[config.mk]
export PLATFORM = sky130hd
export DESIGN_NAME = sw_input_port
export DESIGN_NICKNAME = d
export VERILOG_FILES = /design/src/rtl/swport_pkg.sv /design/src/rtl/debounce_cell.sv /design/src/rtl/sw_input_port.sv
export SDC_FILE = /design/constraint.sdc
export NUM_CORES = 1
export LEC_CHECK = 0
export ABC_CLOCK_PERIOD_IN_PS = 12200
export CORE_AREA = 2 2 116 118
export CTS_CLUSTER_DIAMETER = 120
export DETAILED_ROUTE_END_ITERATION = 10
export DIE_AREA = 0 0 118 120
export SETUP_SLACK_MARGIN = 0.3
export SLEW_MARGIN = 15
export SYNTH_ARGS = -nofsm -noshare
export SYNTH_HDL_FRONTEND = slang
export SYNTH_SLANG_ARGS = --single-unit
[constraint.sdc]
create_clock -name clk -period 12.2 [get_ports clk]
set_clock_uncertainty 0.05 [all_clocks]
set_input_delay 3.66 -clock clk [delete_from_list [all_inputs] [get_ports clk]]
set_output_delay 3.66 -clock clk [all_outputs]
set_load 0.1 [all_outputs]
[src/rtl/swport_pkg.sv]
// Shared definitions for the switch input port: register word offsets on the
// MIO data bus and the bus register width.
package swport_pkg;

  localparam int SWPORT_REG_W = 32;

  localparam logic [1:0] SWPORT_DATA = 2'd0;
  localparam logic [1:0] SWPORT_EDGE = 2'd1;
  localparam logic [1:0] SWPORT_MASK = 2'd2;
  localparam logic [1:0] SWPORT_RAW  = 2'd3;

endpackage

[src/rtl/debounce_cell.sv]
// One switch bit: two-flop synchronizer, tick-based stability counter and the
// accepted (debounced) level. accept pulses for the single cycle in which the
// accepted level changes, so the parent can record a change event.
module debounce_cell #(
  parameter int STABLE_N = 4
) (
  input  logic clk,
  input  logic rst,
  input  logic sw,
  input  logic tick,
  output logic raw,
  output logic level,
  output logic accept
);

  localparam int CNT_W = $clog2(STABLE_N);
  localparam logic [CNT_W-1:0] CNT_LAST = CNT_W'(STABLE_N - 1);

  logic             sync1_q;
  logic             sync2_q;
  logic             level_q;
  logic [CNT_W-1:0] cnt_q;

  // Counting one more differing tick from STABLE_N-1 would reach STABLE_N:
  // that tick accepts the new level instead of incrementing.
  assign accept = tick && (sync2_q != level_q) && (cnt_q == CNT_LAST);
  assign raw    = sync2_q;
  assign level  = level_q;

  // Synchronizer and per-tick stability tracking; the counter saturates by
  // construction because reaching its last value forces acceptance.
  always_ff @(posedge clk or posedge rst) begin
    if (rst) begin
      sync1_q <= 1'b0;
      sync2_q <= 1'b0;
      level_q <= 1'b0;
      cnt_q   <= '0;
    end else begin
      sync1_q <= sw;
      sync2_q <= sync1_q;
      if (tick) begin
        if (sync2_q == level_q) begin
          cnt_q <= '0;
        end else if (cnt_q == CNT_LAST) begin
          level_q <= sync2_q;
          cnt_q   <= '0;
        end else begin
          cnt_q <= cnt_q + CNT_W'(1);
        end
      end
    end
  end

endmodule

[src/rtl/sw_input_port.sv]
// Memory-mapped switch input responder on the MIO data bus.
// Offsets: 0 DATA (debounced, RO), 1 EDGE (sticky change flags, W1C),
// 2 MASK (irq enable, RW), 3 RAW (synchronized, RO).
// Build option SWPORT_IRQ_EN: when defined, the MASK register and the
// registered irq output exist; otherwise offset 2 reads 0 and irq is 0.
//
// Bus access has no valid/ready handshake: a write is cs & mem_w sampled at
// the rising edge of clk and takes effect at that edge; rdata is a
// combinational function of addr, valid whether or not cs is asserted.
module sw_input_port
  import swport_pkg::*;
#(
  parameter int WIDTH    = 16,
  parameter int TICK_DIV = 50000,
  parameter int STABLE_N = 4
) (
  input  logic                    clk,
  input  logic                    rst,
  input  logic [WIDTH-1:0]        sw_i,
  input  logic                    cs,
  input  logic                    mem_w,
  input  logic [1:0]              addr,
  input  logic [SWPORT_REG_W-1:0] wdata,
  output logic [SWPORT_REG_W-1:0] rdata,
  output logic                    irq
);

  localparam int PRE_W = (TICK_DIV > 1) ? $clog2(TICK_DIV) : 1;
  localparam logic [PRE_W-1:0] PRE_LAST = PRE_W'(TICK_DIV - 1);

  logic [PRE_W-1:0] presc_q;
  logic             tick;
  logic [WIDTH-1:0] raw_v;
  logic [WIDTH-1:0] data_v;
  logic [WIDTH-1:0] accept_v;
  logic [WIDTH-1:0] edge_q;
  logic [WIDTH-1:0] edge_clr;
  logic             wr_en;
  logic             wdata_unused;

  assign tick  = (presc_q == PRE_LAST);
  assign wr_en = cs && mem_w;

  // Write data above WIDTH has no register bit to land in.
  assign wdata_unused = ^wdata;

  // Free-running debounce sample prescaler, 0..TICK_DIV-1.
  always_ff @(posedge clk or posedge rst) begin
    if (rst) begin
      presc_q <= '0;
    end else if (tick) begin
      presc_q <= '0;
    end else begin
      presc_q <= presc_q + PRE_W'(1);
    end
  end

  for (genvar i = 0; i < WIDTH; i++) begin : g_cell
    debounce_cell #(
      .STABLE_N(STABLE_N)
    ) u_cell (
      .clk    (clk),
      .rst    (rst),
      .sw     (sw_i[i]),
      .tick   (tick),
      .raw    (raw_v[i]),
      .level  (data_v[i]),
      .accept (accept_v[i])
    );
  end

  assign edge_clr = (wr_en && (addr == SWPORT_EDGE)) ? wdata[WIDTH-1:0] : '0;

  // Sticky change flags: an acceptance in the same cycle as a clear wins.
  always_ff @(posedge clk or posedge rst) begin
    if (rst) begin
      edge_q <= '0;
    end else begin
      edge_q <= (edge_q & ~edge_clr) | accept_v;
    end
  end

`ifdef SWPORT_IRQ_EN
  logic [WIDTH-1:0] mask_q;

  // Interrupt enable register.
  always_ff @(posedge clk or posedge rst) begin
    if (rst) begin
      mask_q <= '0;
    end else if (wr_en && (addr == SWPORT_MASK)) begin
      mask_q <= wdata[WIDTH-1:0];
    end
  end

  // Registered interrupt: any enabled pending change.
  always_ff @(posedge clk or posedge rst) begin
    if (rst) begin
      irq <= 1'b0;
    end else begin
      irq <= |(edge_q & mask_q);
    end
  end
`else
  assign irq = 1'b0;
`endif

  // Read mux; bits above WIDTH always read 0.
  always_comb begin
    rdata = '0;
    case (addr)
      SWPORT_DATA: rdata[WIDTH-1:0] = data_v;
      SWPORT_EDGE: rdata[WIDTH-1:0] = edge_q;
`ifdef SWPORT_IRQ_EN
      SWPORT_MASK: rdata[WIDTH-1:0] = mask_q;
`else
      SWPORT_MASK: rdata = '0;
`endif
      SWPORT_RAW:  rdata[WIDTH-1:0] = raw_v;
      default:     rdata = '0;
    endcase
  end

endmodule

==> impl_metrics.ini <==
[status]
status = finished, final reports clean

[worst_setup_path]
endpoint_kind = output pin
critical_path_class = in -> out
crit_start = addr[0]
arrival_ns = 6.61
crit_required_ns = 8.49
cp_max_fo = 18
ff2ff_path_depth = 6
startpoint_type = input pin
r2r_start = presc_q[0]

[placement]
port_buffers = 53
gp_congestion = 0.738
hpwl_um = 6110
pre_cts_ws_ns = 1.82
post_dp_cell_area_um2 = 5650

[floorplan]
start_util_pct = 38.9
dieHeight_um = 120
rows = 42
die-area_um2 = 14200
die_w_um = 118
design.core.area_um2 = 13000
ios = 87

[synthesis]
synth-seq-area-share_pct = 55.6
synth_ff_type = dfrtp_1
netlist_area_um2 = 5040
synth-edff-count = 0
synthAdderAreaFrac_pct = 4.22
synth_top_family_by_area = simple AND/OR/NAND/NOR gates
syn_avg_cell_area_um2 = 11.5
synth_xor_area_share_pct = 4.69
muxShareOfSynthArea_pct = 7.94
synthSimpleGateAreaFrac_pct = 12.8
async_flop_share_pct = 100
netlist-cell-type-count = 34
synthCells = 438
synth_compound_area_share_pct = 9.47
synth-seq-cells = 112
ys_warn_count = 0

[routing]
vias_per_cell = 4.83
drt-wirelength-per-cell_um = 14.2
drc = 0
drt_iter0_markers = 201
routed-via-count = 3229
wl_um = 9490
antenna_left = 0
dr.pass1.iters = 4

[clock_network]
cts_setup_buffers = 0
cts_buffers = 9
insertion_delay_ns = 0.36
cts_tree = done
cts_buffer_depth = 2
cts.sinks = 112
ctsHoldBuffers = 0
cts.repair.resized = 0
path_clk_slew_ns = 0.06
cts_root_buffer = clkbuf_16
htree_levels = 3

[grt]
first_global_vias = 3263
grt_pass1_wl_um = 16000
grt_use_total_pct = 14.5
grt_remaining_overflow = 0
grt_max_degree = 84
antenna_found_initial = 0

[job]
max_cap_violations = 0

[timing]
min_period_over_period_pct = 84.6
worst_pin_slew_ns = 1.03
layout_setup_ws_ns = 1.88
grt_setup_unrepaired = no
drv_slew = 0
setup-tns-final_ns = 0
setup_viol = 0
hold_violations = 0
relSlewSlack_pct = 31.2
min_period_ns = 10.32
max_freq_ghz = 0.0969

[power_and_ir_drop]
p_per_area_nw_per_um2 = 127
leakage_nw = 2.78
ir_worst_vdd_uv = 77.7
power_w = 0.000753

[min_path]
min_from = g_cell[13].u_cell.sync1_q
hp-class = reg -> reg
worstHoldPathCells = 0

[cells_and_area]
area_growth_pct = 17.9
n_antenna_cell = 0
drive_gt1_share_pct = 9.33
fin_area_um2 = 5950
nets = 559
[cells in the mapped netlist, types with 11 or more instances]
library cell / number / area, µm²
o21ai_0: 18 / 90.1
ha_1: 17 / 213
o31ai_1: 13 / 97.6
nand2_1: 82 / 308
nor2_1: 28 / 105
mux2_4: 16 / 240
buf_4: 19 / 143
xor2_1: 12 / 105
inv_1: 11 / 41.3
a22o_1: 24 / 210
nand3_1: 11 / 55.1
dfrtp_1: 112 / 2800
mux2i_1: 16 / 160
xnor2_1: 15 / 131
[critical path, stage by stage]
cell and delay (ns):
clkdlybuf4s50_1 0.45, buf_4 0.34, and2_1 0.75, nand2_1 0.13, o21ai_0 0.11, clkdlybuf4s50_1 1.15
[logic make-up (layout without fill, tap and decap cells)]
kind of cell,after synthesis,in the layout
buffers and inverters,45,84
XOR/XNOR,27,27
other,1,17
flip-flops,112,112
AO/OA/AOI/OAI,63,63
multiplexers,32,32
AND/OR/NAND/NOR,141,141
adder cells (fa/ha/maj),17,17
[placed cells by master, fill, tap and decap left out, drive strengths merged]
| cell type | instances |
|---|---|
| nor2 | 28 |
| mux2i | 16 |
| nand3b | 1 |
| nor4b | 1 |
| xnor2 | 15 |
| o21ai | 18 |
| and4bb | 2 |
| clkinvlp | 1 |
| clkinv | 1 |
| mux2 | 16 |
| clkdlybuf4s50 | 49 |
| buf | 8 |
| and2 | 5 |
| inv | 13 |
| o311ai | 1 |
| and4b | 1 |
| and4 | 3 |
| nand4 | 4 |
| a32o | 3 |
| o211ai | 1 |
| clkbuf | 11 |
| bufinv | 1 |
| nand3 | 11 |
| a22o | 24 |
| and3 | 2 |
| xor2 | 12 |
| nand2 | 83 |
| o31ai | 13 |
| dfrtp | 112 |
| o41ai | 3 |
| conb | 17 |
| ha | 17 |
[layer usage]
layer | routed length [µm] | track usage, % | vias up
li1 | - | - | 1574
met1 | 4530 | 18.6 | 1583
met2 | 4440 | 23.3 | 63
met3 | 395 | 4.94 | 9
met4 | 119 | 4.22 | 0
met5 | 0 | 0 | -
[where the power goes]
group	internal (W)	leakage (nW)	switching, W
Sequential	0.000377	1.48	0.00000358
Combinational	0.0000184	1.16	0.0000568
Clock	0.000161	0.141	0.000136
Total	0.000557	2.78	0.000196
[path summary, 6_finish.rpt]
path | endpoint | slack (ns)
min reg2reg | g_cell[13].u_cell.raw | 0.30
max reg2reg | edge_q[2] | 9.67
min in group asynchronous | g_cell[15].u_cell.cnt_q[1] | 3.59
max | rdata[0] | 1.88
max in group asynchronous | g_cell[3].u_cell.level | 7.16
min | g_cell[13].u_cell.raw | 0.30
[flip-flops by register name (all words and copies together) (netlist names)]
signal / flops
g_cell.u_cell.raw: 16
g_cell.u_cell.level: 16
g_cell.u_cell.sync1_q: 16
edge_q: 16
g_cell.u_cell.cnt_q: 32
presc_q: 16
[through the flow]
stage	cells	hold WS (ns)	util (%)
finish	669	0.299	45.8
global route	669	0.308	45.8
CTS	669	0.302	45.8
detailed placement	653	0.285	43.6
global placement	653	0.283	43.6
floorplan	454	0.281	-
[area by class of cell]
class | count | area (µm²)
Clock inverter | 5 | 63.8
Sequential cell | 112 | 2800
Clock buffer | 11 | 233
Timing Repair Buffer | 57 | 551
Multi-Input combinational cell | 297 | 2040
Inverter | 11 | 43.8
Tap cell | 176 | 220
Fill cell | 1228 | 7030
No activity file was read; power rests on OpenSTA's default activity.
